**src/rtl/ccr_flag_writer.sv**
```systemverilog
// ccr_flag_writer: producer side of the condition code register with compare-flag aging.
// Optional macro CCR_STICKY_OVF_EN makes the overflow/underflow bits sticky. Rev 1.0
`default_nettype none

module ccr_flag_writer #(
  parameter int STALE_CYCLES = 15,
  parameter int CNT_W        = 4
) (
  input  logic        clk,
  input  logic        rst_n,
  input  logic        cmp_valid,
  output logic        cmp_ready,
  input  logic [2:0]  cmp_sel,
  input  logic [31:0] cmp_result,
  input  logic        stat_valid,
  input  logic [31:0] alu_res,
  input  logic        over,
  input  logic        under,
  input  logic        wb_valid,
  input  logic [31:0] wb_ccr,
  output logic [31:0] ccr_q,
  output logic        flag_pending,
  output logic        expired,
  output logic        err_sel
);

  typedef enum logic [1:0] {
    IDLE   = 2'd0,
    ARMED  = 2'd1,
    EXPIRE = 2'd2
  } state_t;

  localparam logic [CNT_W-1:0] AGE_LAST = CNT_W'(STALE_CYCLES - 1);

  state_t           state, state_n;
  logic [CNT_W-1:0] age, age_n;
  logic [5:0]       flags, flags_n;
  logic [2:0]       stat, stat_n;
  logic             err_sel_q, err_sel_n;

  logic cmp_acc, sel_legal, cmp_true;
  logic unused_wb_hi;

  assign unused_wb_hi = ^wb_ccr[31:9];

  assign cmp_ready = (state != EXPIRE);
  assign cmp_acc   = cmp_valid && cmp_ready;
  assign sel_legal = (cmp_sel <= 3'd5);
  assign cmp_true  = (cmp_result == 32'd1);

  always_comb begin
    state_n   = state;
    age_n     = age;
    flags_n   = flags;
    err_sel_n = 1'b0;

    if (cmp_acc) begin
      // A new compare owns the flag field regardless of state.
      age_n     = '0;
      err_sel_n = !sel_legal;
      if (sel_legal && cmp_true) begin
        flags_n = 6'b1 << cmp_sel;
        state_n = ARMED;
      end else begin
        flags_n = '0;
        state_n = IDLE;
      end
    end else begin
      case (state)
        ARMED: begin
          if (wb_valid) flags_n = wb_ccr[8:3];
          if (wb_valid && (wb_ccr[8:3] == 6'd0)) begin
            state_n = IDLE;
            age_n   = '0;
          end else if (age == AGE_LAST) begin
            state_n = EXPIRE;
            age_n   = '0;
          end else begin
            age_n = age + 1'b1;
          end
        end
        EXPIRE: begin
          flags_n = '0;
          age_n   = '0;
          state_n = IDLE;
        end
        default: begin
          flags_n = '0;
          age_n   = '0;
          state_n = IDLE;
        end
      endcase
    end
  end

  always_comb begin
    stat_n = stat;
    if (stat_valid) begin
`ifdef CCR_STICKY_OVF_EN
      stat_n = {stat[2] | under, stat[1] | over, (alu_res == 32'd0)};
`else
      stat_n = {under, over, (alu_res == 32'd0)};
`endif
    end else if (wb_valid) begin
      stat_n = wb_ccr[2:0];
    end
  end

  always_ff @(posedge clk or negedge rst_n) begin
    if (!rst_n) begin
      state     <= IDLE;
      age       <= '0;
      flags     <= '0;
      stat      <= '0;
      err_sel_q <= 1'b0;
    end else begin
      state     <= state_n;
      age       <= age_n;
      flags     <= flags_n;
      stat      <= stat_n;
      err_sel_q <= err_sel_n;
    end
  end

  assign ccr_q        = {23'd0, flags, stat};
  assign flag_pending = (state == ARMED);
  assign expired      = (state == EXPIRE);
  assign err_sel      = err_sel_q;

endmodule

`default_nettype wire

```
**config.mk**
```make
export PLATFORM = sky130hd
export DESIGN_NAME = ccr_flag_writer
export DESIGN_NICKNAME = d
export VERILOG_FILES = /design/src/rtl/ccr_flag_writer.sv
export SDC_FILE = /design/constraint.sdc
export NUM_CORES = 1
export LEC_CHECK = 0
export ABC_AREA = 0
export BUFFER_PORTS_ARGS = -buffer_cell sky130_fd_sc_hd__buf_4
export CORE_MARGIN = 4
export CORE_UTILIZATION = 32
export CTS_BUF_LIST = sky130_fd_sc_hd__clkbuf_4 sky130_fd_sc_hd__clkbuf_8 sky130_fd_sc_hd__clkbuf_16
export CTS_CLUSTER_SIZE = 14
export DETAILED_ROUTE_END_ITERATION = 7
export MAX_ROUTING_LAYER = met4
export PLACE_DENSITY_LB_ADDON = 0.1
export SETUP_SLACK_MARGIN = 0.15
export SYNTH_ARGS = -nofsm -noshare
export SYNTH_HDL_FRONTEND = slang
export SYNTH_SLANG_ARGS = --single-unit
```
**constraint.sdc**
```tcl
create_clock -name clk -period 1.6 [get_ports clk]
set_input_delay 0.24 -clock clk [delete_from_list [all_inputs] [get_ports clk]]
set_output_delay 0.24 -clock clk [all_outputs]
set_load 0.03 [all_outputs]
```
==> flow_metrics.env, run 1 <==
export IMPL_p_leak_nw=0.952
export IMPL_root_buffer="clkbuf_4"
export IMPL_final_area_mm2=0.00190
export IMPL_reg2reg_slack_ns=0.29
export IMPL_final_nets=336
export IMPL_max_cap_viol_count=0
export IMPL_yosysWarnings=0
export IMPL_clkSinkCount=16
export IMPL_async_flop_share_pct=100
export IMPL_area_delta_synth_final_pct=64.8
export IMPL_synth_flop_cell="dfrtp_1"
export IMPL_crit_arrival_ns=1.10
export IMPL_grt_overflow=0
export IMPL_ys_types=35
export IMPL_io_pins=142
export IMPL_synth_seq_cells=16
export IMPL_path_cells="nand2b_1 -> inv_1 -> buf_4"
export IMPL_drt_first_pass_iters=4
export IMPL_grt_util_met1_pct=16.1
export IMPL_synth_top_area_cell="dfrtp_1"
export IMPL_fp_coreArea_mm2=0.00342
export IMPL_cp_start_kind="flop"
export IMPL_worstSetupPathType="flop to output port"
export IMPL_port_buffers=95
export IMPL_synthCells=127
export IMPL_required_ns=1.36
export IMPL_synth_top_area_share_pct=34.8
export IMPL_status="complete, no violations"
export IMPL_holdPathStages=3
export IMPL_gr_usage_met2_pct=28.4
export IMPL_timing_fmax_mhz=749
export IMPL_drive_gt1_share_pct=47.6
export IMPL_final_util_pct=55.5
export IMPL_worstHoldPathType="input pin to flop"
export IMPL_start_util_pct=33.7
export IMPL_dr_first_iter_drc_count=35
export IMPL_synth_yosys_seq_area_share_pct=34.8
export IMPL_avgSynthCellArea_um2=9.06
export IMPL_worstSetupStartpoint="state[0]"
export IMPL_syn_cell_area_mm2=0.00115
export IMPL_synth_area_leaders="dfrtp_1 35%, buf_4 15%, nor4_1 6.0%"
export IMPL_busiest_layer="met2"
export IMPL_fin_skew_ns=0.00107
export IMPL_clkTransAtPathRegs_ns=0.10
export IMPL_num_vias=1277
export IMPL_critical_path_max_stage_delay_ns=0.40
export IMPL_grt_use_met3_pct=2.63
export IMPL_grt_pass1_vias=1291
export IMPL_rr_startpoint="state[1]"
export IMPL_critPathMaxFanout=4
export IMPL_ir_worst_vdd_v=0.000184
export IMPL_hold_viol=0
export IMPL_clk_path_buf_depth=2
export IMPL_antenna_found_initial=0
export IMPL_cts_tree="yes"
export IMPL_n_antenna_cell=0
export IMPL_place_hpwl_um=3110
export IMPL_gp_congestion=0.895
export IMPL_insertion_delay_ns=0.29
export IMPL_setup_violations=0
export IMPL_antenna_left=0
export IMPL_drt_total_wl_um=3600
export IMPL_cts_buffers=3
export IMPL_die_y_um=68.0
export IMPL_fp_row_count=21
export IMPL_grt_max_degree=17
export IMPL_htreeDepth=1
export IMPL_die_w_um=68.0
export IMPL_period_minus_slack_ns=1.34
export IMPL_drv_slew=0
export IMPL_synth_edf_count=0
export IMPL_r2r_cells=5
export IMPL_via_per_inst=4.68
export IMPL_power_density_mw_per_mm2=527
export IMPL_finalCritPeriodShare_pct=83.5
export IMPL_fin_tns_setup_ns=0
export IMPL_drc=0
export IMPL_placement_cell_area_mm2=0.00183
export IMPL_rsz0062_at_grt="false"
export IMPL_hold_start="over"
export IMPL_grt_total_usage_pct=15.1
export IMPL_worst_path_max_delay_cell="dfrtp_1"
export IMPL_end_kind="output port"
export IMPL_grt_pass1_wl_um=5230
export IMPL_wl_per_cell_um=13.2
export IMPL_fp_dieArea_mm2=0.00462
## through the flow
stage / hold slack (ns) / std cells / setup slack (ns) / total power, mW
floorplan: -0.0556 / 149 / 0.220 / 0.589
global placement: 0.110 / 267 / 0.0355 / 0.728
detailed placement: 0.116 / 267 / 0.0274 / 0.734
CTS: 0.159 / 272 / 0.155 / 1.01
global route: 0.155 / 273 / 0.144 / 1.05
finish: 0.164 / 273 / 0.265 / 1.00
## area by class of cell
class	instances	area (µm²)
Inverter	5	18.8
Multi-Input combinational cell	104	646
Timing Repair Buffer	98	738
Clock buffer	4	36.3
Fill cell	345	1520
Sequential cell	16	400
Tap cell	46	57.6
## where the power goes
group / leakage (nW) / switching, mW / internal [mW]
logic: 0.713 / 0.154 / 0.159
registers: 0.219 / 0.00409 / 0.411
clock network: 0.0210 / 0.133 / 0.139
total: 0.952 / 0.291 / 0.709
## path summary, 6_finish.rpt
check | end
min in group asynchronous | age[3]
setup / recovery | expired
hold reg to reg | age[0]
max in group asynchronous | stat[2]
setup reg to reg | flags[2]
hold / removal | stat[1]
## worst max-delay path: cells and delay by family (launching register included)
kind          cells  cell delay, ns
flops             1            0.40
buf+inv           2            0.22
simple gates      1            0.19
## registers in the layout, indices dropped and copies added (netlist names)
| register | flops |
|---|---|
| state | 2 |
| stat | 3 |
| flags | 6 |
| age | 4 |
| err_sel | 1 |
## synthesized netlist by cell type (2+ instances only)
cell type   n
ha_1        2
nor3_1      3
nand2b_1    2
mux2i_1     3
or4_1       5
inv_1       5
nor2_1      7
mux2_2      4
nor4_1     11
o211ai_1    2
and4_1      2
nand3_1     3
o2111ai_1   2
dfrtp_1    16
o21ai_0     6
buf_4      23
nand2_1     9
o31ai_1     5
## placed cells by master, fill, tap and decap left out, types with 5 or more instances in the layout
cell,count
buf_4,97
conb_1,23
dfrtp_1,16
nor4_1,11
nand2_1,8
nor2_1,7
o21ai_0,6
inv_1,5
or4_1,5
o31ai_1,5
## logic make-up (layout without fill, tap and decap cells)
family	after synthesis	count (layout)	synth area share, %
compound gates	20	20	12.4
xor+xnor	2	2	1.52
fa+ha+maj	2	2	2.17
buf+inv	29	107	17.1
flops	16	16	34.8
mux	7	7	6.52
other cells	1	23	0.326
simple gates	50	50	25.2
## repair_timing
action | in CTS | in global routing
gates resized for setup | 0 | 2
hold endpoints to repair | 16 | 0
hold buffers | 1 | 0
setup buffers | 0 | 1
setup endpoints to repair | 0 | 5
## per-layer routing
layer	share of wire, %	vias to the layer above	wire [µm]
met5	0	-	0
met4	0.92	0	33
met3	8.2	4	296
met2	54	59	1960
met1	36	585	1310
li1	-	629	-
No activity file was read; power rests on OpenSTA's default activity.
==> run 2: changes to the inputs <==
--- a/config.mk
+++ b/config.mk
@@ -5,10 +5,10 @@
 export SDC_FILE = /design/constraint.sdc
 export NUM_CORES = 1
 export LEC_CHECK = 0
-export ABC_AREA = 0
+export ABC_AREA = 1
 export BUFFER_PORTS_ARGS = -buffer_cell sky130_fd_sc_hd__buf_4
 export CORE_MARGIN = 4
-export CORE_UTILIZATION = 32
+export CORE_UTILIZATION = 30
 export CTS_BUF_LIST = sky130_fd_sc_hd__clkbuf_4 sky130_fd_sc_hd__clkbuf_8 sky130_fd_sc_hd__clkbuf_16
 export CTS_CLUSTER_SIZE = 14
 export DETAILED_ROUTE_END_ITERATION = 7
==> constraint.sdc (replaced) <==
create_clock -name clk -period 1.1 [get_ports clk]
set_input_delay 0.165 -clock clk [delete_from_list [all_inputs] [get_ports clk]]
set_output_delay 0.165 -clock clk [all_outputs]
set_load 0.03 [all_outputs]
==> flow_metrics.env, run 2 <==
export IMPL_status="finished, violations left"
export IMPL_violations="setup timing"
export IMPL_grt_util_met1_pct=16.9
export IMPL_n_antenna_cell=0
export IMPL_reg2reg_slack_ns=-0.18
export IMPL_antenna_left=0
export IMPL_ys_top_cells_by_count="49 x nor2_1, 23 x buf_4, 18 x nand2_1"
export IMPL_synth_edf_count=0
export IMPL_max_cap_viol_count=0
export IMPL_worstSetupPathType="flop to flop"
export IMPL_holdPathStages=3
export IMPL_synth_compound_area_share_pct=5.85
export IMPL_synth_flop_cell="dfrtp_1"
export IMPL_synth_top_area_cell="dfrtp_1"
export IMPL_drv_slew=0
export IMPL_setup_violations=14
export IMPL_r2r_cells=6
export IMPL_timing_fmax_mhz=781
export IMPL_die_w_um=71.2
export IMPL_grt_max_degree=17
export IMPL_clkSinkCount=16
export IMPL_power_density_mw_per_mm2=709
export IMPL_rsz0062_at_grt="true"
export IMPL_via_per_inst=4.29
export IMPL_final_nets=397
export IMPL_critPathMaxFanout=6
export IMPL_syn_cell_area_mm2=0.00120
export IMPL_antenna_found_initial=0
export IMPL_avgSynthCellArea_um2=6.96
export IMPL_synth_yosys_seq_area_share_pct=33.4
export IMPL_worstHoldPathType="input pin to flop"
export IMPL_synthSimpleGateAreaFrac_pct=39.0
export IMPL_drive_gt1_share_pct=51.4
export IMPL_cts_tree="yes"
export IMPL_area_delta_synth_final_pct=89.4
export IMPL_synth_top_area_share_pct=33.4
export IMPL_holdPathEnd="stat[1]"
export IMPL_yosysMostFrequentCell="nor2_1"
export IMPL_grt_use_met3_pct=4.69
export IMPL_largest_reg_flops=6
export IMPL_clkTransAtPathRegs_ns=0.07
export IMPL_regMostFlops="flags"
export IMPL_cts_buffers=3
export IMPL_final_cell_mix="94 x buf_4, 40 x nor2_1, 23 x conb_1"
export IMPL_synth_xor_area_share_pct=1.46
export IMPL_port_buffers=95
export IMPL_clk_path_buf_depth=2
export IMPL_gr_usage_met2_pct=22.7
export IMPL_drt_total_wl_um=3630
export IMPL_place_hpwl_um=2940
export IMPL_insertion_delay_ns=0.25
export IMPL_synth_seq_cells=16
export IMPL_htreeDepth=1
export IMPL_drc=0
export IMPL_synth_area_leaders="dfrtp_1 33%, nor2_1 15%, buf_4 14%"
export IMPL_period_minus_slack_ns=1.28
export IMPL_io_pins=142
export IMPL_fp_coreArea_mm2=0.00377
export IMPL_end_kind="flop"
export IMPL_grt_pass1_vias=1376
export IMPL_synth_adder_area_share_pct=2.09
export IMPL_grt_overflow=0
export IMPL_async_flop_share_pct=100
export IMPL_root_buffer="clkbuf_8"
export IMPL_wl_per_cell_um=10.8
export IMPL_fp_dieArea_mm2=0.00507
export IMPL_finalCritPeriodShare_pct=116
export IMPL_hold_ws_ns=0.136
export IMPL_cp_start_kind="flop"
export IMPL_yosysWarnings=0
export IMPL_busiest_layer="met2"
export IMPL_num_vias=1443
export IMPL_start_util_pct=31.8
export IMPL_hold_start="over"
export IMPL_drt_first_pass_iters=4
export IMPL_muxShareOfSynthArea_pct=0
export IMPL_crit_arrival_ns=1.40
export IMPL_p_leak_nw=1.13
export IMPL_synthCells=172
export IMPL_grt_pass1_wl_um=5730
export IMPL_required_ns=1.22
export IMPL_fillCellCount=351
export IMPL_rr_startpoint="state[1]"
export IMPL_r2r_end="flags[5]"
export IMPL_synth_top_family_by_area="simple AND/OR/NAND/NOR gates"
export IMPL_hold_viol=0
export IMPL_ir_worst_vdd_v=0.000337
export IMPL_gp_congestion=0.695
export IMPL_ys_types=21
export IMPL_fin_skew_ns=0.00547
export IMPL_grt_total_usage_pct=14.1
export IMPL_die_y_um=71.2
export IMPL_fp_row_count=22
export IMPL_dr_first_iter_drc_count=32
export IMPL_final_util_pct=60.2
export IMPL_fin_total_pwr_mw=1.61
export IMPL_reg_top3="flags x6, age x4, stat x3"
export IMPL_fin_ws_ns=-0.180
export IMPL_final_common_cell="buf_4"
-- run 2: worst max-delay path, cell delays in order (launching register included) --
cell and delay [ns]:
dfrtp_1 0.40, buf_6 0.13, nor3_4 0.22, buf_6 0.16
nand2_8 0.08, nor2_4 0.12, a21oi_2 0.04
-- run 2: metal layers --
| metal | wire (µm) | up-vias |
|---|---|---|
| li1 | - | 746 |
| met1 | 1390 | 613 |
| met2 | 1730 | 82 |
| met3 | 498 | 2 |
| met4 | 9 | 0 |
| met5 | 0 | - |
-- run 2: cell families after synthesis --
kind of cell    after synthesis
buf+inv                      34
simple gates                103
other cells                   1
flops                        16
fa+ha+maj                     2
xor+xnor                      2
compound gates               14
-- run 2: area by class of cell --
type | count | area, µm² | area share (%)
flip-flops and latches | 16 | 400 | 17.7
inverters | 11 | 41.3 | 1.82
repair buffers | 113 | 918 | 40.5
well taps | 48 | 60.1 | 2.65
multi-input cells | 144 | 793 | 35.0
clock buffers | 4 | 55.1 | 2.43
-- run 2: worst max-delay path by stage --
stage / slack (ns) / end / start / cells past startpoint
finish: -0.18 / flags[5] / state[1] / 6
global route: -0.23 / flags[5] / state[1] / 6
CTS: -0.17 / cmp_ready / state[0] / 5
detailed placement: -0.07 / flags[4] / state[1] / 7
global placement: -0.06 / flags[4] / state[1] / 7
floorplan: -0.002 / flags[1] / state[1] / 7
-- run 2: through the flow --
step | instance area [µm²] | std cells | TNS [ns] | setup WS (ns)
2_1_floorplan | 1290 | 194 | -0.0118 | -0.00248
3_3_place_gp | 1950 | 321 | -0.291 | -0.0585
3_5_place_dp | 1950 | 321 | -0.322 | -0.0691
4_1_cts | 2150 | 331 | -1.68 | -0.173
5_1_grt | 2270 | 336 | -2.64 | -0.234
6_report | 2270 | 336 | -1.75 | -0.180
-- run 2: what timing repair did --
action                                 4_1_cts  5_1_grt
hold buffers                                 1        0
endpoints found under the hold margin       16        0
setup buffers                                4        5
pin swaps                                   12        6
gates resized for setup                     28       22
cloned                                       1        0
setup endpoints to repair                   24       26
-- run 2: where the power goes --
part | switching [mW] | internal, mW | leakage, nW | total, mW
clock network | 0.194 | 0.317 | 0.0288 | 0.511
registers | 0.00882 | 0.600 | 0.218 | 0.608
logic | 0.242 | 0.245 | 0.880 | 0.488
==> run 3: changes to the inputs <==
--- a/config.mk
+++ b/config.mk
@@ -7,7 +7,6 @@
 export LEC_CHECK = 0
 export ABC_AREA = 1
 export BUFFER_PORTS_ARGS = -buffer_cell sky130_fd_sc_hd__buf_4
-export CORE_MARGIN = 4
 export CORE_UTILIZATION = 30
 export CTS_BUF_LIST = sky130_fd_sc_hd__clkbuf_4 sky130_fd_sc_hd__clkbuf_8 sky130_fd_sc_hd__clkbuf_16
 export CTS_CLUSTER_SIZE = 14
==> constraint.sdc (replaced) <==
create_clock -name clk -period 1.1 [get_ports clk]
set_input_delay 0.22 -clock clk [delete_from_list [all_inputs] [get_ports clk]]
set_output_delay 0.22 -clock clk [all_outputs]
set_load 0.03 [all_outputs]
==> flow_metrics.env, run 3 (synthesis results as in run 2) <==
export IMPL_status="finished, violations left"
export IMPL_violations="setup timing"
export IMPL_insertion_delay_ns=0.25
export IMPL_fp_dieArea_mm2=0.00425
export IMPL_final_common_cell="buf_4"
export IMPL_clkSinkCount=16
export IMPL_hold_viol=0
export IMPL_worstSetupPathType="flop to output port"
export IMPL_root_buffer="clkbuf_8"
export IMPL_dp_cells=322
export IMPL_critPathMaxFanout=3
export IMPL_clk_path_buf_depth=2
export IMPL_die_w_um=65.2
export IMPL_grt_pass1_vias=1346
export IMPL_p_seq_share_pct=37.2
export IMPL_final_area_mm2=0.00223
export IMPL_power_switching_mw=0.467
export IMPL_stdcell_count=337
export IMPL_final_nets=398
export IMPL_period_minus_slack_ns=1.34
export IMPL_dr_first_iter_drc_count=19
export IMPL_grt_max_degree=17
export IMPL_p_sw_share_pct=28.6
export IMPL_critical_path_max_stage_delay_ns=0.39
export IMPL_regMostFlops="flags"
export IMPL_critPathTopFamily="flip-flops"
export IMPL_p_leak_nw=1.13
export IMPL_port_buffers=95
export IMPL_timing_fmax_mhz=746
export IMPL_num_vias=1449
export IMPL_cts_tree="yes"
export IMPL_clkTransAtPathRegs_ns=0.06
export IMPL_io_pins=142
export IMPL_power_density_mw_per_mm2=733
export IMPL_setup_violations=15
export IMPL_regArea_um2=400
export IMPL_n_antenna_cell=0
export IMPL_max_cap_viol_count=0
export IMPL_cp_start_kind="flop"
export IMPL_drc=0
export IMPL_clkPwrFrac_pct=32.9
export IMPL_cts_buffers=3
export IMPL_drt_total_wl_um=3430
export IMPL_placement_cell_area_mm2=0.00195
export IMPL_fp_coreArea_mm2=0.00374
export IMPL_worst_path_max_delay_cell="dfrtp_1"
export IMPL_fin_skew_ns=0.00493
export IMPL_power_frac_comb_pct=29.9
export IMPL_fin_tns_setup_ns=-1.95
export IMPL_place_hpwl_um=2690
export IMPL_fin_ws_ns=-0.241
export IMPL_antenna_found_initial=0
export IMPL_required_ns=0.88
export IMPL_grt_pass1_wl_um=5470
export IMPL_multi_input_area_um2=758
export IMPL_end_kind="output port"
export IMPL_largest_reg_flops=6
export IMPL_final_cell_mix="97 x buf_4, 43 x nor2_1, 23 x conb_1"
export IMPL_gp_congestion=0.707
export IMPL_drive_gt1_share_pct=50.5
export IMPL_drv_slew=0
export IMPL_reg_top3="flags x6, age x4, stat x3"
export IMPL_htreeDepth=1
export IMPL_fillCellCount=372
export IMPL_path_cells="buf_6 -> nor2_4 -> buf_6 -> inv_2 -> buf_6"
export IMPL_fp_row_count=22
export IMPL_die_y_um=65.2
export IMPL_crit_top_cell="buf_6"
export IMPL_p_int_mw=1.17
export IMPL_worstHoldPathType="input pin to flop"
export IMPL_ir_worst_vdd_v=0.000487
export IMPL_start_util_pct=32.0
export IMPL_antenna_left=0
export IMPL_rsz0062_at_grt="true"
export IMPL_via_per_inst=4.30
export IMPL_path_buf_inv=4
export IMPL_crit_arrival_ns=1.12
export IMPL_drt_first_pass_iters=4
export IMPL_finalCritPeriodShare_pct=122
export IMPL_wl_per_cell_um=10.2
export IMPL_grt_overflow=0
export IMPL_grt_total_usage_pct=16.7
export IMPL_area_delta_synth_final_pct=86.0
-- run 3: changes by cell type in the layout (fill, tap and decap cells not counted), moves of 2 or more --
cell	delta
buf_4	+3
buf_6	-3
nor2_1	+3
nor2_4	-3
o21ai_0	+2
o21ai_1	-2
-- run 3: power groups by stage --
stage	Clock, mW	Combinational, mW	Sequential, mW
after floorplan	0	0.229	0.638
after global placement	0	0.468	0.616
after detailed placement	0	0.472	0.615
after CTS	0.551	0.485	0.607
after global routing	0.581	0.528	0.608
final	0.537	0.488	0.608
-- run 3: worst min-delay path, cell delays in order --
cell and delay, ns:
buf_4 0.07, nand2_1 0.04, nand3_1 0.06
-- run 3: per-stage QoR --
| stage | hold slack (ns) | setup WS (ns) | power (mW) | util, % |
|---|---|---|---|---|
| floorplan | -0.0756 | -0.00248 | 0.867 | - |
| CTS | 0.178 | -0.226 | 1.64 | 58.6 |
| global route | 0.192 | -0.277 | 1.72 | 59.5 |
| global placement | 0.0928 | -0.0719 | 1.08 | 52.2 |
| finish | 0.180 | -0.241 | 1.63 | 59.5 |
| detailed placement | 0.0976 | -0.0864 | 1.09 | 52.2 |
-- run 3: final cells by class --
class,instances,share of cell area (%)
timing repair buffer,114,41.0
multi-input combinational,144,34.0
sequential,16,18.0
tap,48,2.70
clock buffer,4,2.47
inverter,11,1.85
-- run 3: metal layers --
metal | track usage (%) | vias up | share of wire, %
li1 | - | 742 | -
met1 | 19.9 | 621 | 40
met2 | 28.5 | 82 | 48
met3 | 3.82 | 4 | 12
met4 | 4.08 | 0 | 0.41
met5 | - | - | 0
-- run 3: path summary, 6_finish.rpt --
path,from,to,slack [ns],depth (start not counted)
hold / removal,over,stat[1],0.18,3
setup reg to reg,state[0],state[0],-0.17,9
min in group asynchronous,rst_n,flags[0],0.37,2
setup / recovery,state[0],cmp_ready,-0.24,5
hold reg to reg,age[0],age[0],0.48,1
max in group asynchronous,rst_n,age[2],0.54,2
-- run 3: timing repair --
item | in CTS | in global routing
setup buffers | 7 | 2
cloned | 1 | 0
hold buffers | 1 | 0
setup endpoints to repair | 25 | 25
resized for setup | 30 | 6
endpoints found under the hold margin | 16 | 0
pin swaps | 14 | 8
